File: src/rtl/add64_seq_ctrl.sv
// 64-bit adder that reuses one 32-bit adder over two cycles (LO half, then HI half).
// Optional signed-overflow output Ovf_o is built only when ADD64_SEQ_OVF_EN is defined.

module Adder_32_bit (
    input  logic [31:0] a,
    input  logic [31:0] b,
    input  logic        cin,
    output logic [31:0] sum,
    output logic        cout
);
    assign {cout, sum} = {1'b0, a} + {1'b0, b} + {32'b0, cin};
endmodule

module add64_seq_ctrl (
    input  logic        clk_i,
    input  logic        rst_n_i,
    input  logic        valid_i,
    output logic        ready_o,
    input  logic [63:0] A_i,
    input  logic [63:0] B_i,
    input  logic        Cin_i,
    output logic        valid_o,
    input  logic        ready_i,
    output logic [63:0] Sum_o,
    output logic        Cout_o
`ifdef ADD64_SEQ_OVF_EN
    ,
    output logic        Ovf_o
`endif
);

    typedef enum logic [1:0] {
        IDLE = 2'd0,
        LO   = 2'd1,
        HI   = 2'd2,
        DONE = 2'd3
    } state_t;

    state_t      state_q, state_d;
    logic [63:0] op_a_q, op_b_q;
    logic        op_cin_q;
    logic        carry_q;
    logic [31:0] sum_lo_q;

    logic [31:0] add_a, add_b, add_sum;
    logic        add_cin, add_cout;

    // The single adder is steered to the upper halves only while in HI.
    always_comb begin
        add_a   = op_a_q[31:0];
        add_b   = op_b_q[31:0];
        add_cin = op_cin_q;
        if (state_q == HI) begin
            add_a   = op_a_q[63:32];
            add_b   = op_b_q[63:32];
            add_cin = carry_q;
        end
    end

    Adder_32_bit u_adder (
        .a    (add_a),
        .b    (add_b),
        .cin  (add_cin),
        .sum  (add_sum),
        .cout (add_cout)
    );

    assign ready_o = (state_q == IDLE);
    assign valid_o = (state_q == DONE);

    always_comb begin
        state_d = state_q;
        unique case (state_q)
            IDLE:    if (valid_i) state_d = LO;
            LO:      state_d = HI;
            HI:      state_d = DONE;
            DONE:    if (ready_i) state_d = IDLE;
            default: state_d = IDLE;
        endcase
    end

    always_ff @(posedge clk_i) begin
        if (!rst_n_i) state_q <= IDLE;
        else          state_q <= state_d;
    end

    always_ff @(posedge clk_i) begin
        if (!rst_n_i) begin
            op_a_q   <= '0;
            op_b_q   <= '0;
            op_cin_q <= 1'b0;
            carry_q  <= 1'b0;
            sum_lo_q <= '0;
            Sum_o    <= '0;
            Cout_o   <= 1'b0;
        end else begin
            unique case (state_q)
                IDLE: if (valid_i) begin
                    op_a_q   <= A_i;
                    op_b_q   <= B_i;
                    op_cin_q <= Cin_i;
                end
                LO: begin
                    sum_lo_q <= add_sum;
                    carry_q  <= add_cout;
                end
                HI: begin
                    Sum_o  <= {add_sum, sum_lo_q};
                    Cout_o <= add_cout;
                end
                default: ;
            endcase
        end
    end

`ifdef ADD64_SEQ_OVF_EN
    always_ff @(posedge clk_i) begin
        if (!rst_n_i)
            Ovf_o <= 1'b0;
        else if (state_q == HI)
            Ovf_o <= (op_a_q[63] == op_b_q[63]) && (add_sum[31] != op_a_q[63]);
    end
`endif

endmodule

File: config.mk
export PLATFORM = sky130hd
export DESIGN_NAME = add64_seq_ctrl
export DESIGN_NICKNAME = d
export VERILOG_FILES = /design/src/rtl/add64_seq_ctrl.sv
export SDC_FILE = /design/constraint.sdc
export NUM_CORES = 1
export LEC_CHECK = 0
export BUFFER_PORTS_ARGS = -buffer_cell sky130_fd_sc_hd__buf_2
export CAP_MARGIN = 25
export CORE_AREA = 2 2 217 219
export CTS_CLUSTER_SIZE = 40
export DETAILED_ROUTE_END_ITERATION = 12
export DIE_AREA = 0 0 219 221
export PLACE_DENSITY = 0.46
export SLEW_MARGIN = 20
export SYNTH_ARGS = -nofsm -noshare
export SYNTH_HDL_FRONTEND = slang
export SYNTH_HIERARCHICAL = 1
export SYNTH_SLANG_ARGS = --single-unit
File: constraint.sdc
create_clock -name clk_i -period 9.1 [get_ports clk_i]
set_input_delay 1.365 -clock clk_i [delete_from_list [all_inputs] [get_ports clk_i]]
set_output_delay 1.365 -clock clk_i [all_outputs]
set_load 0.02 [all_outputs]
# After elaboration in Yosys (flattened, before gate mapping)
# Index checks and enable logic that the tools add are counted.
totals:
  output_inout_bits: 67
  register_bits: 229
  input_bits: 133
  word_cells: 24
op_classes:
  n_reduce_logical: 3
  n_eq_ne: 5
  addsub: 2
  mux: 6
op_table:
  columns: ["op", "n"]
  rows:
  - ["$mux 32", 2]
  - ["$add 32x32->33", 1]
  - ["$add 33x1->33", 1]
  - ["$pmux 2 s4", 1]
  - ["$eq 2x2->1 const B", 2]
  - ["$mux 2", 2]
  - ["$reduce_and 2->1", 2]
  - ["$eq 2x1->1 const B", 1]
  - ["$logic_not 2->1", 1]
  - ["$ne 2x1->1 const B", 1]
  - ["$ne 2x2->1 const B", 1]
  - ["$mux 1", 1]

# Logic depth before layout (Yosys ltp)
# Gate-level depths: netlist of run 1.
logic_depth:
  word_depth: 4
  depth_mapped: 17
  depth_no_buf: 14

# By module
# Netlist of run 1, hierarchy kept.
by_module_without_submodules:
  columns: ["module", "area_each_um2", "seq_area_each_um2", "cells_per_inst", "n_inst"]
  rows:
  - ["add64_seq_ctrl", 9691.8, 4584.4, 965, 1]
  - ["Adder_32_bit", 1737.9, 0.0, 241, 1]

# Worst setup path before layout of run 1
# OpenSTA, ideal clock, no wires.
synth_timing:
  path_kind: "register to register"
  start: "reg state_q[0]"
  end: "reg Sum_o[56]"
  synth_period_minus_slack_ns: 3.947
  path_stages_with_launch: 18
  arrival_time_ns: 3.831
  slack_ns: 5.153
  setup_ns: 0.116
  t_required_ns: 8.984
  path_buffers: 3
  cell_sequence: "dfxtp_1 -> inv_1 -> ha_1 -> buf_6 -> buf_6 -> buf_6 -> mux2_4 -> fa_1 -> fa_1 -> a21o_1 -> a221oi_1 -> o211ai_1 -> a21oi_1 -> o31ai_1 -> o31ai_1 -> a41oi_1 -> mux2i_1 -> nor2b_1"
synth_via:
  elab_chain_cells: 4
  word_cells_on_any_way: 6
  cone_classes: "add/sub (2); eq/ne (1); mux (3)"
synth_rtl:
  columns: ["element", "line", "rtl"]
  rows:
  - ["start: declaration", "39", "state_t state_q, state_d;"]
  - ["start signal: assignment", "84", "else state_q <= state_d;"]
  - ["$eq 2x2->1", "53", "if (state_q == HI) begin"]
  - ["$mux 32", "53", null]
  - ["net add_b[0]", "45", "logic [31:0] add_a, add_b, add_sum;"]
  - ["$add 32x32->33", "11", "assign {cout, sum} = {1'b0, a} + {1'b0, b} + {32'b0, cin};"]
  - ["$add 33x1->33", "11", null]
  - ["net add_sum[24]", "45", null]
  - ["end signal: assignment", "108", "Sum_o <= {add_sum, sum_lo_q};"]
  - ["end: declaration", "24", "output logic [63:0] Sum_o,"]
# The timed path passes the listed nets, and every way through them passes these cells.
# A chain may end at the register's enable or synchronous reset.

# Worst setup path in the final report of run 1
layout_timing:
  start: "reg state_q[0]"
  end: "reg sum_lo_q[24]"
layout_via:
  elab_chain_cells: 4
  word_cells_on_any_way: 7
  cone_classes: "add/sub (2); eq/ne (2); mux (3)"
layout_rtl:
  columns: ["element", "line", "rtl"]
  rows:
  - ["$eq 2x2->1", "53", null]
  - ["$mux 32", "53", null]
  - ["net add_a[0]", "45", null]
  - ["$add 32x32->33", "11", null]
  - ["$add 33x1->33", "11", null]
  - ["net add_sum[24]", "45", null]
  - ["end signal: assignment", "104", "sum_lo_q <= add_sum;"]
  - ["end: declaration", "43", "logic [31:0] sum_lo_q;"]
# The timed path passes the listed nets, and every way through them passes these cells.

==> impl_results.md, run 1 <==
* TritonCTS clock tree: built
* Worst R2R End: sum_lo_q[24]$_SDFFE_PN0N_
* Fmax at 195.7 MHz
* R2R Path Start: state_q[0]$_SDFFE_PN0P_
* HP Class: flip-flop to flip-flop
* Post-route insts no fill at 1988
* Max-cap violations at 0
* Via/cell ratio at 4.312
* Mux contribution to synthesized area at 17.13%
* Area share of xor/xnor cells in the synthesized design at 2.299%
* Peak VDD IR at 152.5 uV
* GRT Util Overall at 12.91%
* Mapped Avg Cell Area at 9.477 sq um
* Post-synth top cells: nand2_1, dfxtp_1, a21boi_1
* Most common cell in the netlist: nand2_1
* CP Launch Type: flip-flop
* Crit end category: flip-flop
* Hold Slack at 0.4503 ns
* Leak Pwr at 5.684 nW
* Reg-to-reg slack, setup at 3.99 ns
* Post-synthesis async set-or-reset flop share at 0%
* Clock insertion delay at the later pin of the skew report at 0.55 ns
* Die Y at 221 microns
* Die X at 219 microns
* Register area share after synthesis at 40.11%
* RSZ-0062 raised after global routing: no
* Synth Area in Adders at 4.182%
* First-pass GRT wire length at 49010 microns
* Starting density of the core at 24.81%
* Antenna Cells at 0
* TritonCTS buffer count at 28
* Slew HR at 36.71%
* Synth Register Bits at 229
* Initial antenna violation count at 2
* Simple-Gate Fraction of Synth Area at 16.70%
* Setup crit end: sum_lo_q[24]$_SDFFE_PN0N_
* Die area at 48400 sq um
* Setup violators final at 0
* Post-CTS Setup Bufs at 0
* Post-synth EDFFs at 0
* Synth warn at 6
* Synth Area in Compound Gates at 14.50%
* Pin count of the biggest net entering global routing at 118
* Wire per inst at 16.05 microns
* Pwr/cell area at 255.7 nW/um^2
* Cts repair resizes at 0
* Cell breakdown of the critical path: inv_1 > ha_4 > buf_12 > mux2_2 > fa_1 > fa_1 > a21o_1 > a221oi_1 > o211ai_1 > a21oi_1 > o31ai_1 > o31ai_1 > a41oi_1 > mux2i_1 > nor2b_1
* Placed Cells at 1938
* Worst-path clk slew at 0.06 ns
* Vias in the first global route at 8203
* Fillers at 4953
* Top cells by area, synth: dfxtp_1, nand2_1, mux2i_1, mux2_4, a21boi_1
* Synth-to-layout area growth at 19.88%
* Critical path's slowest cell: buf_12
* Gpl congestion at 0.7704
* Crit path from: state_q[0]$_SDFFE_PN0P_
* Clock Root Buffer: clkbuf_16
* CP Max Fanout at 117
* CTS sink cnt at 229
* Hold Vio Cnt, Final at 0
* Io pins at 200
* H-tree depth at 1
* Residual DRC count at 0
* Top FF cell, synth: dfxtp_1
* Hold Buf Count CTS at 0
* Largest family of logic cells by synthesized area: multiplexers
* Req. time, crit path at 9.54 ns
* Crit path depth at 15
* Site Rows at 79
* Via count at 8572
* Synthesized area at 11430 sq um
* Fraction of layout cells with a size suffix above 1 at 23.53%
* Fin Setup TNS at 0 ns
* Synthesized net count at 1376
* Worst Max-Slew Pin Slew at 0.9494 ns
* Final WL at 31920 microns
* Cell family with most CP delay: compound AO/OA/AOI/OAI gates
* Top-area cell type share of the netlist area at 40.11%
* Min Tclk post-route at 5.110 ns
* Max stage delay on crit path at 0.69 ns
* Count of different cell masters after synthesis at 53
* Final net count at 1531
* Antenna-violating nets left at 0
* Final HPWL DP at 22960 microns
* Synth area leader: dfxtp_1
* CTS max path bufs at 3
* Core ar. at 46060 sq um
* Worst Path Buf+Inv at 2
* Fin. max-slew vios at 0
* First-iteration detailed-routing DRC count at 465
* Grt ovf at 0
* I/O Buffers at 199
* Critical path type: flip-flop to flip-flop
* First-pass DRT Iterations at 5
* Fin crit share at 56.16%
* Status: complete, no violations
* Clock Skews at 0.01054 ns
* Cells on worst reg2reg path at 15
* Post-synthesis cell count at 1206
* Arr. time, crit path at 5.55 ns
[worst min-delay path, delay by kind of cell (launching register included)]
kind               cells  cell delay [ns]
AOI/OAI and AO/OA      1             0.05
DFF                    1             0.31
and+or+nand+nor        1             0.05
[layout make-up]
cell class | instances | area, sq um | share of cell area [%]
clock buffers | 39 | 813.3 | 5.936
clock inverters | 11 | 137.6 | 1.004
inverters | 11 | 41.29 | 0.3013
multi-input cells | 886 | 6290 | 45.90
flip-flops and latches | 229 | 4584 | 33.46
well taps | 607 | 759.5 | 5.543
repair buffers | 205 | 1076 | 7.853
[sequential cells by signal, summed over array words and instances, names as in the netlist]
register and cells:
Cout_o 1, Sum_o 64, carry_q 1, op_a_q 64, op_b_q 64, op_cin_q 1
state_q 2, sum_lo_q 32
[cell families after synthesis]
kind of cell | Yosys count
XOR/XNOR | 30
AND/OR/NAND/NOR | 420
flip-flops | 229
buffers and inverters | 91
adder cells (fa/ha/maj) | 37
AO/OA/AOI/OAI | 234
multiplexers | 165
[how the worst min path moves through the flow]
stage          cells after the start                      end               startpoint
2_1_floorplan                      2  op_a_q[32]$_SDFFE_PN0P_  op_a_q[32]$_SDFFE_PN0P_
3_3_place_gp                       2  op_a_q[24]$_SDFFE_PN0P_  op_a_q[24]$_SDFFE_PN0P_
3_5_place_dp                       2  op_a_q[13]$_SDFFE_PN0P_  op_a_q[13]$_SDFFE_PN0P_
4_1_cts                            2  op_b_q[58]$_SDFFE_PN0P_  op_b_q[58]$_SDFFE_PN0P_
5_1_grt                            2  op_b_q[44]$_SDFFE_PN0P_  op_b_q[44]$_SDFFE_PN0P_
6_report                           2  op_a_q[13]$_SDFFE_PN0P_  op_a_q[13]$_SDFFE_PN0P_
[cell usage in the layout (no fill, tap or decap), types with 2 or more instances in the layout]
cell	count
nand2_1	276
dfxtp_1	229
buf_2	198
a21boi_1	110
mux2i_1	100
nor2b_1	100
mux2_4	60
a21oi_1	35
ha_1	33
clkbuf_16	29
a21boi_0	19
a21o_1	18
nor2_1	16
xor2_1	15
xnor2_1	15
inv_1	10
o21ai_0	7
clkinv_2	6
nand3_1	6
mux2_2	5
clkbuf_1	5
clkbuf_8	5
buf_4	5
nor3_1	5
o211ai_1	5
a31oi_1	5
o21bai_1	5
o21a_1	4
o21ai_1	4
bufinv_16	3
and3_1	3
a311oi_1	3
o41ai_1	3
nand4_1	3
a211oi_1	3
o31ai_1	3
o31a_1	2
a221oi_1	2
fa_1	2
[per-layer routing]
layer | global-route usage (%) | share of wire [%] | vias to the layer above
met5 | 0 | 0.085 | -
met4 | 3.160 | 1.7 | 4
met3 | 2.419 | 4.6 | 35
met2 | 18.30 | 40 | 167
met1 | 19.76 | 53 | 3962
li1 | - | - | 4404
[power breakdown]
part / internal (mW) / switching [mW] / total (mW)
registers: 1.15 / 0.0801 / 1.23
clock network: 0.705 / 0.445 / 1.15
logic: 0.450 / 0.675 / 1.13
total: 2.30 / 1.20 / 3.50
[metrics by stage]
| step | worst slack (ns) | instance area [sq um] | total power [mW] | util [%] |
|---|---|---|---|---|
| detailed placement | 3.908 | 12750 | 2.403 | 27.68 |
| CTS | 3.877 | 13700 | 3.579 | 29.75 |
| floorplan | 5.153 | 11430 | 2.121 | - |
| global route | 3.574 | 13700 | 3.722 | 29.75 |
| finish | 3.990 | 13700 | 3.504 | 29.75 |
| global placement | 4.018 | 12720 | 2.386 | 27.62 |
No activity file was read; power rests on OpenSTA's default activity.
==> run 2: changes to the inputs <==
--- a/config.mk
+++ b/config.mk
@@ -5,12 +5,13 @@
 export SDC_FILE = /design/constraint.sdc
 export NUM_CORES = 1
 export LEC_CHECK = 0
+export ABC_AREA = 1
 export BUFFER_PORTS_ARGS = -buffer_cell sky130_fd_sc_hd__buf_2
 export CAP_MARGIN = 25
-export CORE_AREA = 2 2 217 219
+export CORE_AREA = 2 2 216 218
 export CTS_CLUSTER_SIZE = 40
 export DETAILED_ROUTE_END_ITERATION = 12
-export DIE_AREA = 0 0 219 221
+export DIE_AREA = 0 0 218 220
 export PLACE_DENSITY = 0.46
 export SLEW_MARGIN = 20
 export SYNTH_ARGS = -nofsm -noshare
==> constraint.sdc (replaced) <==
create_clock -name clk_i -period 5.3 [get_ports clk_i]
set_input_delay 0.795 -clock clk_i [delete_from_list [all_inputs] [get_ports clk_i]]
set_output_delay 0.795 -clock clk_i [all_outputs]
set_load 0.02 [all_outputs]
==> run 2 against run 1 <==
Compared with the run above: synthesized cell count increased by 43%; critical path depth increased by 4; largest cell class unchanged; sequential cell count unchanged; cell count increased by 26%.
==> impl_results.md, run 2 <==
* Status: complete, no violations
* Worst R2R End: Sum_o[52]$_SDFFE_PN0P_
* Via/cell ratio at 4.211 (-2.3%)
* Max-cap violations at 0 (unchanged)
* R2R Path Start: state_q[0]$_SDFFE_PN0P_
* Met1 usage at 22.23% (+2.5 points)
* Starting density of the core at 24.52% (-0.29 points)
* Antenna Cells at 0 (unchanged)
* Top-area cell type share of the netlist area at 40.77% (+0.66 points)
* Synth warn at 6 (unchanged)
* Clock insertion delay at the later pin of the skew report at 0.56 ns (about the same)
* Antenna-violating nets left at 0 (unchanged)
* Setup violators final at 0 (unchanged)
* I/O Buffers at 199 (unchanged)
* Worst Max-Slew Pin Slew at 1.029 ns (+0.07931 ns)
* RSZ-0062 raised after global routing: no
* Clock Skews at 0.01171 ns (+0.001164 ns)
* Post-synth top cells: nor2_1, nand2_1, dfxtp_1
* First-pass GRT wire length at 56790 microns (+16%)
* Synth Register Bits at 229 (unchanged)
* Top cells by area, synth: dfxtp_1, nor2_1, nand2_1, o21ai_1, o21ai_0
* Critical path type: flip-flop to flip-flop
* Synth area leader: dfxtp_1
* Die X at 218 microns (-0.46%)
* Via count at 10518 (+23%)
* CP Max Fanout at 44 (-62%)
* Count of different cell masters after synthesis at 28 (-47%)
* Register area share after synthesis at 40.77% (+0.66 points)
* Vias in the first global route at 10256 (+25%)
* Cells on worst reg2reg path at 19 (+4)
* Req. time, crit path at 5.75 ns (-3.79 ns)
* Crit path depth at 19 (+4)
* Fillers at 5213 (+5.2%)
* Most frequent CP cell: nand2_1
* Commonest non-fill, non-tap cells in the layout: nor2_1, nand2_1, dfxtp_1
* Final HPWL DP at 27060 microns (+18%)
* Fraction of layout cells with a size suffix above 1 at 15.39% (-8.1 points)
* Die area at 47960 sq um (-0.91%)
* Arr. time, crit path at 4.04 ns (-1.51 ns)
* Max stage delay on crit path at 0.56 ns (-0.13 ns)
* Post-synthesis cell count at 1721 (+43%)
* H-tree depth at 1 (unchanged)
* Slew HR at 31.42% (-5.3 points)
* CTS max path bufs at 3 (unchanged)
* Post-synth EDFFs at 0 (unchanged)
* Worst Path Buf+Inv at 2 (unchanged)
* Synth-to-layout area growth at 20.59%
* Most common cell after layout, fill and taps aside: nor2_1
* Biggest regs: Sum_o: 64 flops, op_a_q: 64 flops, op_b_q: 64 flops
* First-pass DRT Iterations at 7 (+2)
* Met2 Use GR at 23.08% (+4.8 points)
* Synthesized net count at 1891 (+37%)
* Residual DRC count at 0 (unchanged)
* TritonCTS buffer count at 28 (unchanged)
* Most Crowded Layer GR: met2
* Die Y at 220 microns (-0.45%)
* HP Class: primary input to flip-flop
* Gpl congestion at 0.8671 (+13%)
* Site Rows at 79 (unchanged)
* Register Area at 4584 sq um (unchanged)
* Grt ovf at 0 (unchanged)
* Cell breakdown of the critical path: inv_1 > ha_4 > inv_4 > nand2_1 > nand2_1 > fa_1 > fa_1 > nand3_1 > nand3_1 > nand2_1 > nand2_2 > nand2_1 > nand2_2 > nand2_1 > nand2_1 > nand2_1 > nand2_1 > nor2_1 > nor2_1
* Io pins at 200 (unchanged)
* Wire per inst at 14.63 microns (-8.8%)
* Synthesized area at 11250 sq um (-1.6%)
* Cell family with most CP delay: adder cells
* Final net count at 2041 (+33%)
* First-iteration detailed-routing DRC count at 498 (+7.1%)
* Hold Buf Count CTS at 0 (unchanged)
* CP Launch Type: flip-flop
* Mapped Avg Cell Area at 6.534 sq um (-31%)
* Leak Pwr at 6.980 nW (+23%)
* Most common cell in the netlist: nor2_1
* Reg-to-reg slack, setup at 1.72 ns (-2.27 ns)
* Post-CTS Setup Bufs at 0 (unchanged)
* Fmax at 278.9 MHz (+43%)
* Placed Cells at 2448 (+26%)
* Area of the multi-input gates at 5720 sq um (-9.1%)
* Min Tclk post-route at 3.585 ns (-1.525 ns)
* Final WL at 36560 microns (+15%)
* Crit path from: state_q[0]$_SDFFE_PN0P_
* Initial antenna violation count at 0 (-2)
* Crit end category: flip-flop
* Peak VDD IR at 242.7 uV (+59%)
* Worst-path clk slew at 0.06 ns (about the same)
* Fin crit share at 67.64% (+11 points)
* Fin. max-slew vios at 0 (unchanged)
* Dpl cell area at 12600 sq um (-1.2%)
* Pwr/cell area at 584.9 nW/um^2 (+130%)
* Critical path's slowest cell: fa_1
* Hold Vio Cnt, Final at 0 (unchanged)
* Post-route design area at 13560 sq um (-1.0%)
* GRT Util Overall at 15.11% (+2.2 points)
* Cts repair resizes at 0 (unchanged)
* Setup crit end: Sum_o[52]$_SDFFE_PN0P_
* TritonCTS clock tree: built
* M3 GR Usage at 2.208% (-0.21 points)
* Core ar. at 45860 sq um (-0.43%)
* Post-route insts no fill at 2498 (+26%)
* Post-synthesis async set-or-reset flop share at 0% (unchanged)
* CTS sink cnt at 229 (unchanged)
* Pin count of the biggest net entering global routing at 162 (+37%)
* Clock Root Buffer: clkbuf_16
* Top FF cell, synth: dfxtp_1
* Fin Setup TNS at 0 ns (unchanged)
run 2: changes by cell type after synthesis, moves of 104 or more:
| cell | delta |
|---|---|
| a21boi_1 | -110 |
| inv_1 | +112 |
| nand2_1 | +154 |
| nor2_1 | +449 |
| o21ai_0 | +104 |
| o21ai_1 | +113 |
run 2: layer usage:
| layer | wire length (microns) | vias up |
|---|---|---|
| met5 | 0 | - |
| met4 | 596 | 0 |
| li1 | - | 5643 |
| met2 | 14820 | 226 |
| met3 | 1715 | 40 |
| met1 | 19430 | 4609 |
run 2: where the power goes:
group	switching, mW	leakage [nW]	internal [mW]
Combinational	2.31	4.62	1.01
Sequential	0.323	1.89	2.27
Clock	0.752	0.470	1.27
run 2: stage by stage:
stage	setup slack (ns)	power (mW)	utilization [%]	hold WS [ns]
detailed placement	1.654	5.992	27.47	0.4693
finish	1.715	7.933	29.57	0.4718
global route	1.448	8.604	29.57	0.4615
CTS	1.638	8.067	29.57	0.4473
floorplan	2.297	4.934	-	0.4495
global placement	1.680	5.973	27.47	0.4611
run 2: cell type report:
cell class,count,area share [%]
Clock buffer,41,5.831
Clock inverter,9,1.255
Inverter,125,3.497
Multi-Input combinational cell,1280,42.18
Sequential cell,229,33.80
Tap cell,607,5.600
Timing Repair Buffer,207,7.833
run 2: worst min path at each step:
stage | cells past startpoint | slack (ns) | from | end
2_1_floorplan | 2 | 0.45 | sum_lo_q[0]$_SDFFE_PN0N_ | Sum_o[0]$_SDFFE_PN0P_
3_3_place_gp | 2 | 0.46 | sum_lo_q[14]$_SDFFE_PN0N_ | Sum_o[14]$_SDFFE_PN0P_
3_5_place_dp | 2 | 0.47 | sum_lo_q[8]$_SDFFE_PN0N_ | Sum_o[8]$_SDFFE_PN0P_
4_1_cts | 3 | 0.45 | B_i[56] | op_b_q[56]$_SDFFE_PN0P_
5_1_grt | 3 | 0.46 | B_i[56] | op_b_q[56]$_SDFFE_PN0P_
6_report | 3 | 0.47 | B_i[56] | op_b_q[56]$_SDFFE_PN0P_
run 2: logic make-up (layout without fill, tap and decap cells):
group	after synthesis	count (layout)	share of synthesized area [%]
buf+inv	212	382	8.523
xor+xnor	15	15	1.168
simple gates	975	975	33.99
flops	229	229	40.77
fa+ha+maj	37	37	4.250
compound gates	253	253	11.30
run 2: tightest hold or removal path, delay by kind of cell:
| kind | cells | cell delay, ns |
|---|---|---|
| compound gates | 1 | 0.06 |
| buf+inv | 1 | 0.07 |
| simple gates | 1 | 0.07 |
==> run 3: changes to the inputs <==
--- a/config.mk
+++ b/config.mk
@@ -12,7 +12,7 @@
 export CTS_CLUSTER_SIZE = 40
 export DETAILED_ROUTE_END_ITERATION = 12
 export DIE_AREA = 0 0 218 220
-export PLACE_DENSITY = 0.46
+export PLACE_DENSITY = 0.47
 export SLEW_MARGIN = 20
 export SYNTH_ARGS = -nofsm -noshare
 export SYNTH_HDL_FRONTEND = slang
==> constraint.sdc (replaced) <==
create_clock -name clk_i -period 2.9 [get_ports clk_i]
set_input_delay 0.435 -clock clk_i [delete_from_list [all_inputs] [get_ports clk_i]]
set_output_delay 0.435 -clock clk_i [all_outputs]
set_load 0.02 [all_outputs]
==> run 3 against run 2 <==
Compared with the run above: worst setup slack worse by 1.6 ns; power is 86% higher; critical path depth is 3 lower; clock-buffer cell count is 2 higher; non-clock buffer count is 36 higher; utilization is 0.90 points higher; clock power is 64% higher; cell count is 1.3% higher; die area stayed put; sequential cell count stayed put.
==> impl_results.md, run 3 (synthesized netlist as in run 2, its figures left out) <==
* Via count at 10779 (+2.5%)
* Setup violators final at 0 (unchanged)
* M3 GR Usage at 2.429% (+0.22 points)
* Die X at 218 microns (unchanged)
* Status: complete, no violations
* CTS max path bufs at 3 (unchanged)
* Post-route design area at 13980 sq um (+3.1%)
* Fin crit share at 94.94% (+27 points)
* Fin. max-slew vios at 0 (unchanged)
* Site Rows at 79 (unchanged)
* I/O Buffers at 199 (unchanged)
* TritonCTS clock tree: built
* Gpl congestion at 0.8634 (-0.43%)
* Max-cap violations at 0 (unchanged)
* Clock share of power at 22.4% (-3.1 points)
* Final Core Density at 30.47% (+0.90 points)
* Sw Ratio at 42.82% (+0.12 points)
* First-pass GRT wire length at 56010 microns (-1.4%)
* HP Class: primary input to flip-flop
* Fillers at 5176 (-0.71%)
* Placed Cells at 2481 (+1.3%)
* Int Power at 8.438 mW (+86%)
* Wire per inst at 14.44 microns (-1.3%)
* Clock Skews at 0.01050 ns (-0.001209 ns)
* Crit end category: flip-flop
* Initial antenna violation count at 0 (unchanged)
* Met2 Use GR at 22.39% (-0.69 points)
* Critical path type: flip-flop to flip-flop
* Worst Max-Slew Pin Slew at 0.9392 ns (-0.08948 ns)
* Biggest regs: Sum_o: 64 flops, op_a_q: 64 flops, op_b_q: 64 flops
* Via/cell ratio at 4.259 (+1.1%)
* Most Crowded Layer GR: met1
* Pre-CTS setup slack at 0.1140 ns (-1.540 ns)
* Synth-to-layout area growth at 24.28%
* Core ar. at 45860 sq um (unchanged)
* Post-route insts no fill at 2531 (+1.3%)
* Slew HR at 37.39% (+6.0 points)
* Io pins at 200 (unchanged)
* Seq pwr share at 31.7% (-1.0 points)
* Final net count at 2077 (+1.8%)
* Clock Root Buffer: clkbuf_16
* Antenna Cells at 0 (unchanged)
* Clock insertion delay at the later pin of the skew report at 0.54 ns (-0.02 ns)
* Peak VDD IR at 400.6 uV (+65%)
* Hold Vio Cnt, Final at 0 (unchanged)
* CTS sink cnt at 229 (unchanged)
* CP Max Fanout at 32 (-27%)
* Min Tclk post-route at 2.753 ns (-0.8318 ns)
* Arr. time, crit path at 3.23 ns (-0.81 ns)
* Met1 usage at 22.49% (+0.26 points)
* R2R Path Start: state_q[0]$_SDFFE_PN0P_
* Most common cell after layout, fill and taps aside: nor2_1
* CP Launch Type: flip-flop
* Antenna-violating nets left at 0 (unchanged)
* Grt ovf at 0 (unchanged)
* H-tree depth at 1 (unchanged)
* Worst R2R End: sum_lo_q[13]$_SDFFE_PN0N_
* GRT Util Overall at 14.92% (-0.19 points)
* Pwr/cell area at 1056 nW/um^2 (+81%)
* Hold EP: op_a_q[25]$_SDFFE_PN0P_
* TritonCTS buffer count at 28 (unchanged)
* Vias in the first global route at 10003 (-2.5%)
* Worst-path clk slew at 0.06 ns (about the same)
* Worst Hold Depth at 3 (unchanged)
* First-pass DRT Iterations at 4 (-3)
* First-iteration detailed-routing DRC count at 573 (+15%)
* Die Y at 220 microns (unchanged)
* Commonest non-fill, non-tap cells in the layout: nor2_1, nand2_1, dfxtp_1
* Worst Hold Launch: A_i[25]
* Fmax at 363.2 MHz (+30%)
* Setup ws final at 0.1468 ns (-1.568 ns)
* Req. time, crit path at 3.38 ns (-2.37 ns)
* Die area at 47960 sq um (unchanged)
* Pin count of the biggest net entering global routing at 92 (-43%)
* Residual DRC count at 0 (unchanged)
* Switching power at 6.320 mW (+87%)
* Final HPWL DP at 27150 microns (+0.34%)
* Cells on worst reg2reg path at 16 (-3)
* Starting density of the core at 24.52% (unchanged)
* Leak Pwr at 7.142 nW (+2.3%)
* Final WL at 36550 microns (about the same)
* Comb pwr share at 45.9% (+4.0 points)
* Dpl cell area at 12920 sq um (+2.5%)
* Reg-to-reg slack, setup at 0.15 ns (-1.57 ns)
* Fraction of layout cells with a size suffix above 1 at 18.19% (+2.8 points)
==> run 3: changes by cell type in the layout (fill, tap and decap cells not counted), moves of 4 or more <==
cell,before,now
nor2_2,32,36
bufinv_16,5,1
ha_4,1,5
buf_12,0,6
ha_1,34,26
buf_4,8,34
nand2_1,431,427
ha_2,0,4
nor2_1,465,461
==> run 3: repair_timing <==
| action | CTS | global route |
|---|---|---|
| hold buffers | 0 | 0 |
| buffers inserted | 0 | 2 |
| gates resized for setup | 0 | 35 |
| endpoints found under the setup margin | 0 | 49 |
==> run 3: power by group through the flow <==
stage	Combinational [mW]	Sequential, mW	Clock (mW)
after global placement	6.59	4.72	0
after floorplan	4.04	4.99	0
after CTS	6.63	4.68	3.43
final	6.77	4.68	3.31
after detailed placement	6.59	4.74	0
after global routing	7.65	4.81	3.58
==> run 3: area by class of cell <==
class                   count  area, sq um  share of cell area, %
clock buffers              43        808.3                  5.783
clock inverters             4        50.05                 0.3581
multi-input cells        1280         5841                  41.79
repair buffers            243         1456                  10.42
flip-flops and latches    229         4587                  32.82
inverters                 125        474.2                  3.393
well taps                 607        759.5                  5.434
==> run 3: worst max-delay path: stages, from the launching register on <==
cell and delay [ns]:
dfxtp_2 0.33, inv_2 0.05, ha_4 0.19, buf_12 0.13
clkbuf_16 0.19, nand2_1 0.08, nand2_1 0.07, ha_1 0.35
nand2_1 0.11, buf_4 0.14, nor3_1 0.17, nand2_1 0.09
nand2_2 0.12, xor2_1 0.30, buf_4 0.19, nor2_1 0.04
nor2_1 0.11
==> run 3: worst max-delay path by stage <==
stage | startpoint | to | slack, ns | cells after the start
6_report | state_q[0]$_SDFFE_PN0P_ | sum_lo_q[13]$_SDFFE_PN0N_ | 0.15 | 16
2_1_floorplan | state_q[0]$_SDFFE_PN0P_ | sum_lo_q[28]$_SDFFE_PN0N_ | 0.05 | 22
3_3_place_gp | state_q[0]$_SDFFE_PN0P_ | Sum_o[50]$_SDFFE_PN0P_ | 0.05 | 19
4_1_cts | state_q[0]$_SDFFE_PN0P_ | Cout_o$_SDFFE_PN0P_ | 0.09 | 14
3_5_place_dp | state_q[0]$_SDFFE_PN0P_ | Sum_o[50]$_SDFFE_PN0P_ | 0.11 | 19
5_1_grt | state_q[0]$_SDFFE_PN0P_ | Sum_o[56]$_SDFFE_PN0P_ | -0.02 | 16
==> run 3: metrics by stage <==
| stage | hold WS (ns) | total power, mW | setup TNS (ns) |
|---|---|---|---|
| 3_5_place_dp | 0.4700 | 11.33 | 0 |
| 5_1_grt | 0.1109 | 16.03 | -0.05493 |
| 4_1_cts | 0.09853 | 14.74 | 0 |
| 2_1_floorplan | 0.4495 | 9.024 | 0 |
| 3_3_place_gp | 0.4636 | 11.31 | 0 |
| 6_report | 0.1246 | 14.76 | 0 |
==> run 3: routing by layer <==
metal  wire length [microns]  part of all wire (%)
met5                       0                     0
met1                   19170                    52
met4                     398                   1.1
met2                   15160                    41
met3                    1826                   5.0
